[src/rtl/alu_sched_pkg.sv]
// Shared types and constants for the multi-cycle ALU scheduler.
// Opcode encodings mirror the ALU's own opcode table.
package alu_sched_pkg;

    localparam int unsigned NUM_LANES       = 2;
    localparam int unsigned WAIT_BUSY_LIMIT = 4;
    localparam int unsigned ALU_OP_WIDTH    = 7;

    localparam logic [ALU_OP_WIDTH-1:0] ALU_ADD = 7'h00;
    localparam logic [ALU_OP_WIDTH-1:0] ALU_SLL = 7'h01;
    localparam logic [ALU_OP_WIDTH-1:0] ALU_SRL = 7'h05;
    localparam logic [ALU_OP_WIDTH-1:0] ALU_MUL = 7'h20;

    typedef enum logic [2:0] {
        StIdle,
        StLaunch,
        StWaitBusy,
        StWaitDone,
        StRespond
    } sched_state_e;

endpackage

[src/rtl/rr_arbiter_2.sv]
// Two-way round-robin arbiter; the pointer names the lane that wins a tie and
// moves to the other lane whenever a grant is accepted.
module rr_arbiter_2 (
    input  logic       clk,
    input  logic       rst_n,
    input  logic [1:0] req,
    input  logic       accept,
    output logic [1:0] grant
);

    logic ptr_q, ptr_d;

    always_comb begin
        grant = req;
        if (req == 2'b11) begin
            grant = ptr_q ? 2'b10 : 2'b01;
        end
    end

    always_comb begin
        ptr_d = ptr_q;
        if (accept) begin
            ptr_d = ~grant[1];
        end
    end

    always_ff @(posedge clk or negedge rst_n) begin
        if (!rst_n) begin
            ptr_q <= 1'b0;
        end else begin
            ptr_q <= ptr_d;
        end
    end

endmodule

[src/rtl/alu_mc_scheduler.sv]
// Two-lane front end for the ALU multi-cycle path: arbitrates requests,
// launches SRL/SLL/MUL, tracks completion or timeout and returns the result.
module alu_mc_scheduler
    import alu_sched_pkg::*;
#(
    parameter int unsigned OPERAND_WIDTH    = 64,
    parameter int unsigned OPCODE_ALU_WIDTH = ALU_OP_WIDTH,
    parameter int unsigned DONE_TIMEOUT     = 128
) (
    input  logic                            clk,
    input  logic                            rst_n,
    input  logic [NUM_LANES-1:0]            req_valid,
    output logic [NUM_LANES-1:0]            req_ready,
    input  logic [2*OPCODE_ALU_WIDTH-1:0]   req_op_code,
    input  logic [2*OPERAND_WIDTH-1:0]      req_operand_1,
    input  logic [2*OPERAND_WIDTH-1:0]      req_operand_2,
    output logic [NUM_LANES-1:0]            rsp_valid,
    input  logic [NUM_LANES-1:0]            rsp_ready,
    output logic [OPERAND_WIDTH-1:0]        rsp_result,
    output logic                            rsp_invalid,
    output logic [OPERAND_WIDTH-1:0]        alu_operand_1,
    output logic [OPERAND_WIDTH-1:0]        alu_operand_2,
    output logic [OPCODE_ALU_WIDTH-1:0]     alu_op_code,
    output logic                            alu_enable_seq,
    input  logic                            alu_idle,
    input  logic [OPERAND_WIDTH-1:0]        alu_result_multi_cycle
);

    localparam int unsigned CNT_WIDTH = $clog2(DONE_TIMEOUT + 1);
    localparam logic [OPCODE_ALU_WIDTH-1:0] OP_SLL = OPCODE_ALU_WIDTH'(ALU_SLL);
    localparam logic [OPCODE_ALU_WIDTH-1:0] OP_SRL = OPCODE_ALU_WIDTH'(ALU_SRL);
    localparam logic [OPCODE_ALU_WIDTH-1:0] OP_MUL = OPCODE_ALU_WIDTH'(ALU_MUL);

    sched_state_e                state_q, state_d;
    logic                        owner_q, owner_d;
    logic [OPCODE_ALU_WIDTH-1:0] op_q, op_d;
    logic [OPERAND_WIDTH-1:0]    opa_q, opa_d;
    logic [OPERAND_WIDTH-1:0]    opb_q, opb_d;
    logic [OPERAND_WIDTH-1:0]    result_q, result_d;
    logic                        invalid_q, invalid_d;
    logic [CNT_WIDTH-1:0]        cnt_q, cnt_d;

    logic [1:0]                  grant;
    logic                        accept;
    logic                        lane_sel;
    logic                        legal;
    logic                        timeout;
    logic                        zero_len;
    logic [OPCODE_ALU_WIDTH-1:0] sel_op;
    logic [OPERAND_WIDTH-1:0]    sel_a, sel_b;

    rr_arbiter_2 u_arb (
        .clk    (clk),
        .rst_n  (rst_n),
        .req    (req_valid),
        .accept (accept),
        .grant  (grant)
    );

    assign req_ready = (state_q == StIdle && alu_idle) ? grant : 2'b00;
    assign accept    = |(req_valid & req_ready);
    assign lane_sel  = grant[1];

    assign sel_op = lane_sel ? req_op_code[2*OPCODE_ALU_WIDTH-1 -: OPCODE_ALU_WIDTH]
                             : req_op_code[OPCODE_ALU_WIDTH-1:0];
    assign sel_a  = lane_sel ? req_operand_1[2*OPERAND_WIDTH-1 -: OPERAND_WIDTH]
                             : req_operand_1[OPERAND_WIDTH-1:0];
    assign sel_b  = lane_sel ? req_operand_2[2*OPERAND_WIDTH-1 -: OPERAND_WIDTH]
                             : req_operand_2[OPERAND_WIDTH-1:0];
    assign legal  = (sel_op == OP_SLL) || (sel_op == OP_SRL) || (sel_op == OP_MUL);

    // cnt_q is 0 in LAUNCH, so it equals cycles elapsed since the launch.
    assign timeout  = cnt_q >= CNT_WIDTH'(DONE_TIMEOUT - 1);
    assign zero_len = cnt_q == CNT_WIDTH'(WAIT_BUSY_LIMIT);

    assign rsp_valid      = (state_q == StRespond) ? (owner_q ? 2'b10 : 2'b01) : 2'b00;
    assign alu_enable_seq = (state_q == StLaunch) && alu_idle;
    assign alu_op_code    = op_q;
    assign alu_operand_1  = opa_q;
    assign alu_operand_2  = opb_q;
    assign rsp_result     = result_q;
    assign rsp_invalid    = invalid_q;

    always_comb begin
        state_d   = state_q;
        owner_d   = owner_q;
        op_d      = op_q;
        opa_d     = opa_q;
        opb_d     = opb_q;
        result_d  = result_q;
        invalid_d = invalid_q;
        cnt_d     = cnt_q;
        unique case (state_q)
            StIdle: begin
                if (accept) begin
                    owner_d   = lane_sel;
                    op_d      = sel_op;
                    opa_d     = sel_a;
                    opb_d     = sel_b;
                    cnt_d     = '0;
                    result_d  = '0;
                    invalid_d = !legal;
                    state_d   = legal ? StLaunch : StRespond;
                end
            end
            StLaunch: begin
                cnt_d   = cnt_q + 1'b1;
                state_d = StWaitBusy;
            end
            StWaitBusy: begin
                cnt_d = cnt_q + 1'b1;
                if (!alu_idle) begin
                    state_d = StWaitDone;
                end else if (zero_len) begin
                    result_d  = alu_result_multi_cycle;
                    invalid_d = 1'b0;
                    state_d   = StRespond;
                end else if (timeout) begin
                    result_d  = '0;
                    invalid_d = 1'b1;
                    state_d   = StRespond;
                end
            end
            StWaitDone: begin
                cnt_d = cnt_q + 1'b1;
                if (alu_idle) begin
                    result_d  = alu_result_multi_cycle;
                    invalid_d = 1'b0;
                    state_d   = StRespond;
                end else if (timeout) begin
                    result_d  = '0;
                    invalid_d = 1'b1;
                    state_d   = StRespond;
                end
            end
            StRespond: begin
                if (rsp_ready[owner_q]) begin
                    state_d = StIdle;
                end
            end
            default: state_d = StIdle;
        endcase
    end

    always_ff @(posedge clk or negedge rst_n) begin
        if (!rst_n) begin
            state_q   <= StIdle;
            owner_q   <= 1'b0;
            op_q      <= '0;
            opa_q     <= '0;
            opb_q     <= '0;
            result_q  <= '0;
            invalid_q <= 1'b0;
            cnt_q     <= '0;
        end else begin
            state_q   <= state_d;
            owner_q   <= owner_d;
            op_q      <= op_d;
            opa_q     <= opa_d;
            opb_q     <= opb_d;
            result_q  <= result_d;
            invalid_q <= invalid_d;
            cnt_q     <= cnt_d;
        end
    end

endmodule
[config.mk]
export PLATFORM = sky130hd
export DESIGN_NAME = alu_mc_scheduler
export DESIGN_NICKNAME = d
export VERILOG_FILES = /design/src/rtl/alu_sched_pkg.sv /design/src/rtl/rr_arbiter_2.sv /design/src/rtl/alu_mc_scheduler.sv
export SDC_FILE = /design/constraint.sdc
export NUM_CORES = 1
export LEC_CHECK = 0
export ABC_AREA = 1
export BUFFER_PORTS_ARGS = -buffer_cell sky130_fd_sc_hd__buf_2
export CORE_AREA = 2 2 215 217
export DETAILED_ROUTE_END_ITERATION = 8
export DIE_AREA = 0 0 217 219
export GPL_ROUTABILITY_DRIVEN = 0
export PLACE_DENSITY_LB_ADDON = 0.1
export SKIP_LAST_GASP = 1
export SLEW_MARGIN = 15
export SYNTH_ARGS = -nofsm -noshare
export SYNTH_HDL_FRONTEND = slang
export SYNTH_HIERARCHICAL = 1
export SYNTH_SLANG_ARGS = --single-unit
[constraint.sdc]
create_clock -name clk -period 4.55 [get_ports clk]
set_input_delay 0.91 -clock clk [delete_from_list [all_inputs] [get_ports clk]]
set_output_delay 0.91 -clock clk [all_outputs]
set_load 0.05 [all_outputs]
== Word level (Yosys, flattened, before mapping) ==
Index checks and enable logic that the tools add are counted.

* Flip-flop bits (word level): 213
* Memories kept: 0
* Output and inout port bits: 205
* Latch bits: 0
* ROM bits: 0
* RAM bits: 0

* Multipliers: 0
* Reduce and logical (&&, ||, !) cells: 14
* Bitwise operators: 2
* Divide/modulo/power cells: 0
* Add/subtract/negate cells: 1
* Shifts and indexed selects: 0
* Mux-type cells: 32
* $lt $le $gt $ge: 2
* Equal/unequal tests: 12

{| class="wikitable"
|+ Operator list
! cell !! count
|-
| $mux W64 || 7
|-
| $pmux W64 S3 || 1
|-
| $mux W3 || 7
|-
| $pmux W8 S2 || 1
|-
| $pmux W3 S5 || 1
|-
| $mux W2 || 5
|-
| $add A8 B1 Y8 const B || 1
|-
| $eq A8 B3 Y1 const B || 1
|-
| $ge A8 B7 Y1 const B || 1
|-
| $mux W8 || 1
|-
| $eq A7 B1 Y1 const B || 1
|-
| $eq A7 B3 Y1 const B || 1
|-
| $eq A7 B6 Y1 const B || 1
|-
| $mux W1 || 7
|-
| $mux W7 || 1
|-
| $eq A3 B2 Y1 const B || 2
|-
| $reduce_and A2 Y1 || 3
|-
| $ne A2 B2 Y1 const B || 2
|-
| $eq A3 B1 Y1 const B || 1
|-
| $eq A3 B3 Y1 const B || 1
|-
| $logic_not A3 Y1 || 1
|-
| $pmux W1 S3 || 1
|-
| $reduce_and A3 Y1 || 1
|-
| $reduce_bool A3 Y1 || 1
|-
| other kinds (11) || 13
|}

== Depth between registers and ports, before layout ==
* Depth after elaboration: 9
* Depth in mapped cells: 13

== Modules after synthesis ==
The synthesis kept the hierarchy.

{| class="wikitable"
|+ By module, submodules not included
! module !! cells an instance !! area an instance (um2) !! instances !! sequential area each (um2)
|-
| alu_mc_scheduler || 1782 || 12077.8 || 1 || 5305.1
|-
| rr_arbiter_2 || 10 || 61.3 || 1 || 25.0
|}

== Worst setup path after synthesis ==
Ideal clock, no wire load.

* Path type: in2out
* Start point: input port alu_idle
* End point: output port req_ready[1]
* Path slack: 1.075 ns
* Data arrival time: 2.565 ns
* Cell stages on the path: 5
* Path through: buf_2 inv_2 buf_2 buf_2 nor3_1

* Word-level cells in the longest chain between the ends: 2

{| class="wikitable"
|+ Ends and longest elaborated chain
! item !! line !! source
|-
| start: declaration || alu_mc_scheduler.sv:25 || <nowiki>input logic alu_idle,</nowiki>
|-
| $logic_and A1 B1 Y1 || alu_mc_scheduler.sv:60 || <nowiki>assign req_ready = (state_q == StIdle && alu_idle) ? grant : 2'b00;</nowiki>
|-
| $mux W2 || alu_mc_scheduler.sv:60 ||
|-
| end: declaration || alu_mc_scheduler.sv:13 || <nowiki>output logic [NUM_LANES-1:0] req_ready,</nowiki>
|}

No other way between the ends.

== Final worst setup path ==
* Start point: input port req_valid[0]
* End point: output port req_ready[1]

* Word-level cells in the longest chain between the ends: 3

{| class="wikitable"
|+ Ends and longest elaborated chain
! item !! line !! source
|-
| start: declaration || alu_mc_scheduler.sv:12 || <nowiki>input logic [NUM_LANES-1:0] req_valid,</nowiki>
|-
| $eq A2 B2 Y1 || rr_arbiter_2.sv:15 || <nowiki>if (req == 2'b11) begin</nowiki>
|-
| $mux W2 || rr_arbiter_2.sv:15 ||
|-
| via grant[1] || alu_mc_scheduler.sv:43 || <nowiki>logic [1:0] grant;</nowiki>
|-
| $mux W2 || alu_mc_scheduler.sv:60 ||
|}

The timed path passes the listed nets, and every way through them passes these cells.

==> results_dict.tcl <==
set metrics [dict create \
    post_cts_buffers 0 \
    worst-setup-path-type "primary input to primary output" \
    die-area_um2 47500 \
    yosysSeqAreaShare 0.439 \
    start_kind "primary input" \
    root_buffer "clkbuf_16" \
    cts_resized 0 \
    portBuffers 545 \
    fin_ws_ps 1170 \
    dr.pass1.iters 5 \
    status "finished clean" \
    core_um2 45100 \
    synthFlopType "dfrtp_1" \
    tns_ps 0 \
    grt_pass1_vias 13000 \
    fmax_mhz 296 \
    path_cells "buf_2, inv_1, nand2_1, nand2_4, inv_4, nor3_1, buf_2" \
    cp_max_fo 50 \
    hold_viol 0 \
    via_per_inst 4.72 \
    clk_path_buf_depth 3 \
    power.density_nw_per_um2 812 \
    cts.clk_slew.worst_paths_ps 60 \
    yosysWarnings 6 \
    drive_above_1_share 0.280 \
    hold_buffers 0 \
    grt_pass1_wl_um 78900 \
    slowest_delay_ps 360 \
    synth_most_common_cell "nand2_1" \
    drv_slew 0 \
    worst_r2r_path_depth 7 \
    fillerInstances 5017 \
    synth.top_cell.area_share 0.439 \
    period_needed_ps 3380 \
    syn-cell-area_um2 12100 \
    ys_seq_elements 213 \
    post-place-ws_ps 1130 \
    synth_common_cells "nand2_1 (826), dfrtp_1 (213), nor2_1 (151), a31oi_1 (130), nand3_1 (120)" \
    skew_ps 17.0 \
    yosys.area.top_type "dfrtp_1" \
    crit_path_end_kind "primary output" \
    synth.distinct_cells 27 \
    initialDrtViolationCount 883 \
    syn_inst 1792 \
    rsz0062_at_grt "no" \
    start_util 0.269 \
    fp.dieH_um 219 \
    rows 78 \
    avgSynthCellArea_um2 6.77 \
    grt_overflow_total 0 \
    clock_latency_ps 570 \
    dp.final_hpwl_um 36900 \
    nets 2604 \
    cts_tree "done" \
    antenna_found_initial 33 \
    ff2ff_setup_slack_ps 2020 \
    path_buf_inv 4 \
    period_share 0.742 \
    p_leak_uw 0.00921 \
    drt_wl_total_um 53500 \
    yosys-top-cells-area "dfrtp_1 (44%), nand2_1 (26%), a31oi_1 (6.7%)" \
    syn_nets 2135 \
    cp_common_cell "buf_2" \
    die_x_um 217 \
    finish.utilization 0.360 \
    peakVddDrop_mv 0.400 \
    ant_nets 0 \
    num_vias 13700 \
    wl_per_cell_um 18.5 \
    io-pin-count 546 \
    slowest_stage "nand2_4" \
    route.detailed.drc 0 \
    async_reset_ff_frac 1.00 \
    synth-edff-count 0 \
    slew_headroom 0.320 \
    area_growth_pct 33.8 \
    gr-usage-all-layers 0.215 \
    drv_cap 0 \
    arrival_ps 2470 \
    critical-path-top-delay-family "buffers and inverters" \
    rr_endpoint "alu_operand_1[23]" \
    hp-class "primary input to asynchronous set/reset pin" \
    cts_buffers 29 \
    worst_pin_slew_ps 1020 \
    grt_max_degree 129 \
    cp.required_ps 3640 \
    r2r-start "u_arb/ptr_q" \
    htree_levels 1 \
    finalSetupViolations 0 \
    cts_sinks 213 \
]
[final cells by class]
cell class	count	area, um2	share of cell area
repair buffers	566	2930	0.181
flip-flops and latches	213	5330	0.328
clock buffers	39	823	0.0507
clock inverters	12	174	0.0107
multi-input cells	1353	5820	0.358
inverters	98	370	0.0228
well taps	600	751	0.0462
diodes	16	40.0	0.00247
[per-stage QoR]
step	hold WS (ps)	instances	total power (uW)	cell area [um2]
after floorplan	469	1792	8800	12100
after global placement	483	2830	10800	15200
after detailed placement	490	2830	10800	15200
after CTS	392	2881	13300	16200
after global routing	414	2896	14000	16200
final	361	2897	13200	16200
[flip-flops by register name, summed over array words and instances (netlist names)]
register       flops
rsp_invalid        1
alu_op_code        7
u_arb/ptr_q        1
cnt_q              8
alu_operand_2     64
alu_operand_1     64
owner_q            1
state_q            3
rsp_result        64
[where the power goes]
group	leakage [uW]	switching (uW)	internal, uW
Combinational	0.00614	5690	1720
Clock	0.000490	942	1490
Sequential	0.00257	581	2770
Total	0.00921	7220	5970
[worst max-delay path by stage]
| stage | depth (start not counted) | startpoint | slack (ps) | endpoint |
|---|---|---|---|---|
| finish | 7 | req_valid[0] | 1170 | req_ready[1] |
| global placement | 7 | req_valid[0] | 1110 | req_ready[1] |
| floorplan | 5 | alu_idle | 1080 | req_ready[1] |
| global route | 7 | req_valid[0] | 1040 | req_ready[1] |
| CTS | 7 | req_valid[0] | 1130 | req_ready[1] |
| detailed placement | 7 | req_valid[0] | 1130 | req_ready[1] |
[cell usage in the layout, fill, tap and decap left out, types with 3 or more instances in the layout]
master and instances:
a21oi_1 94, a31oi_1 130, buf_12 3, buf_2 544, buf_4 18, bufinv_16 4
clkbuf_1 4, clkbuf_16 29, clkbuf_8 6, clkinv_2 4, dfrtp_1 213, diode_2 16
inv_1 88, inv_2 9, nand2_1 823, nand2_2 4, nand3_1 120, nor2_1 151
nor2_2 3, o21ai_0 7, o22ai_1 3
[cells by family after synthesis]
| group | synth area share |
|---|---|
| AND/OR/NAND/NOR | 0.362 |
| AO/OA/AOI/OAI | 0.112 |
| buffers and inverters | 0.0841 |
| flip-flops | 0.439 |
| XOR/XNOR | 0.00144 |
| adder cells (fa/ha/maj) | 0.00206 |
[layer usage]
layer,vias up,track usage,routed length (um)
li1,6666,-,-
met1,6383,0.274,22200
met2,501,0.349,25400
met3,97,0.0582,4370
met4,16,0.0817,1370
met5,-,0,97
Power figures use the tool's default switching activity.
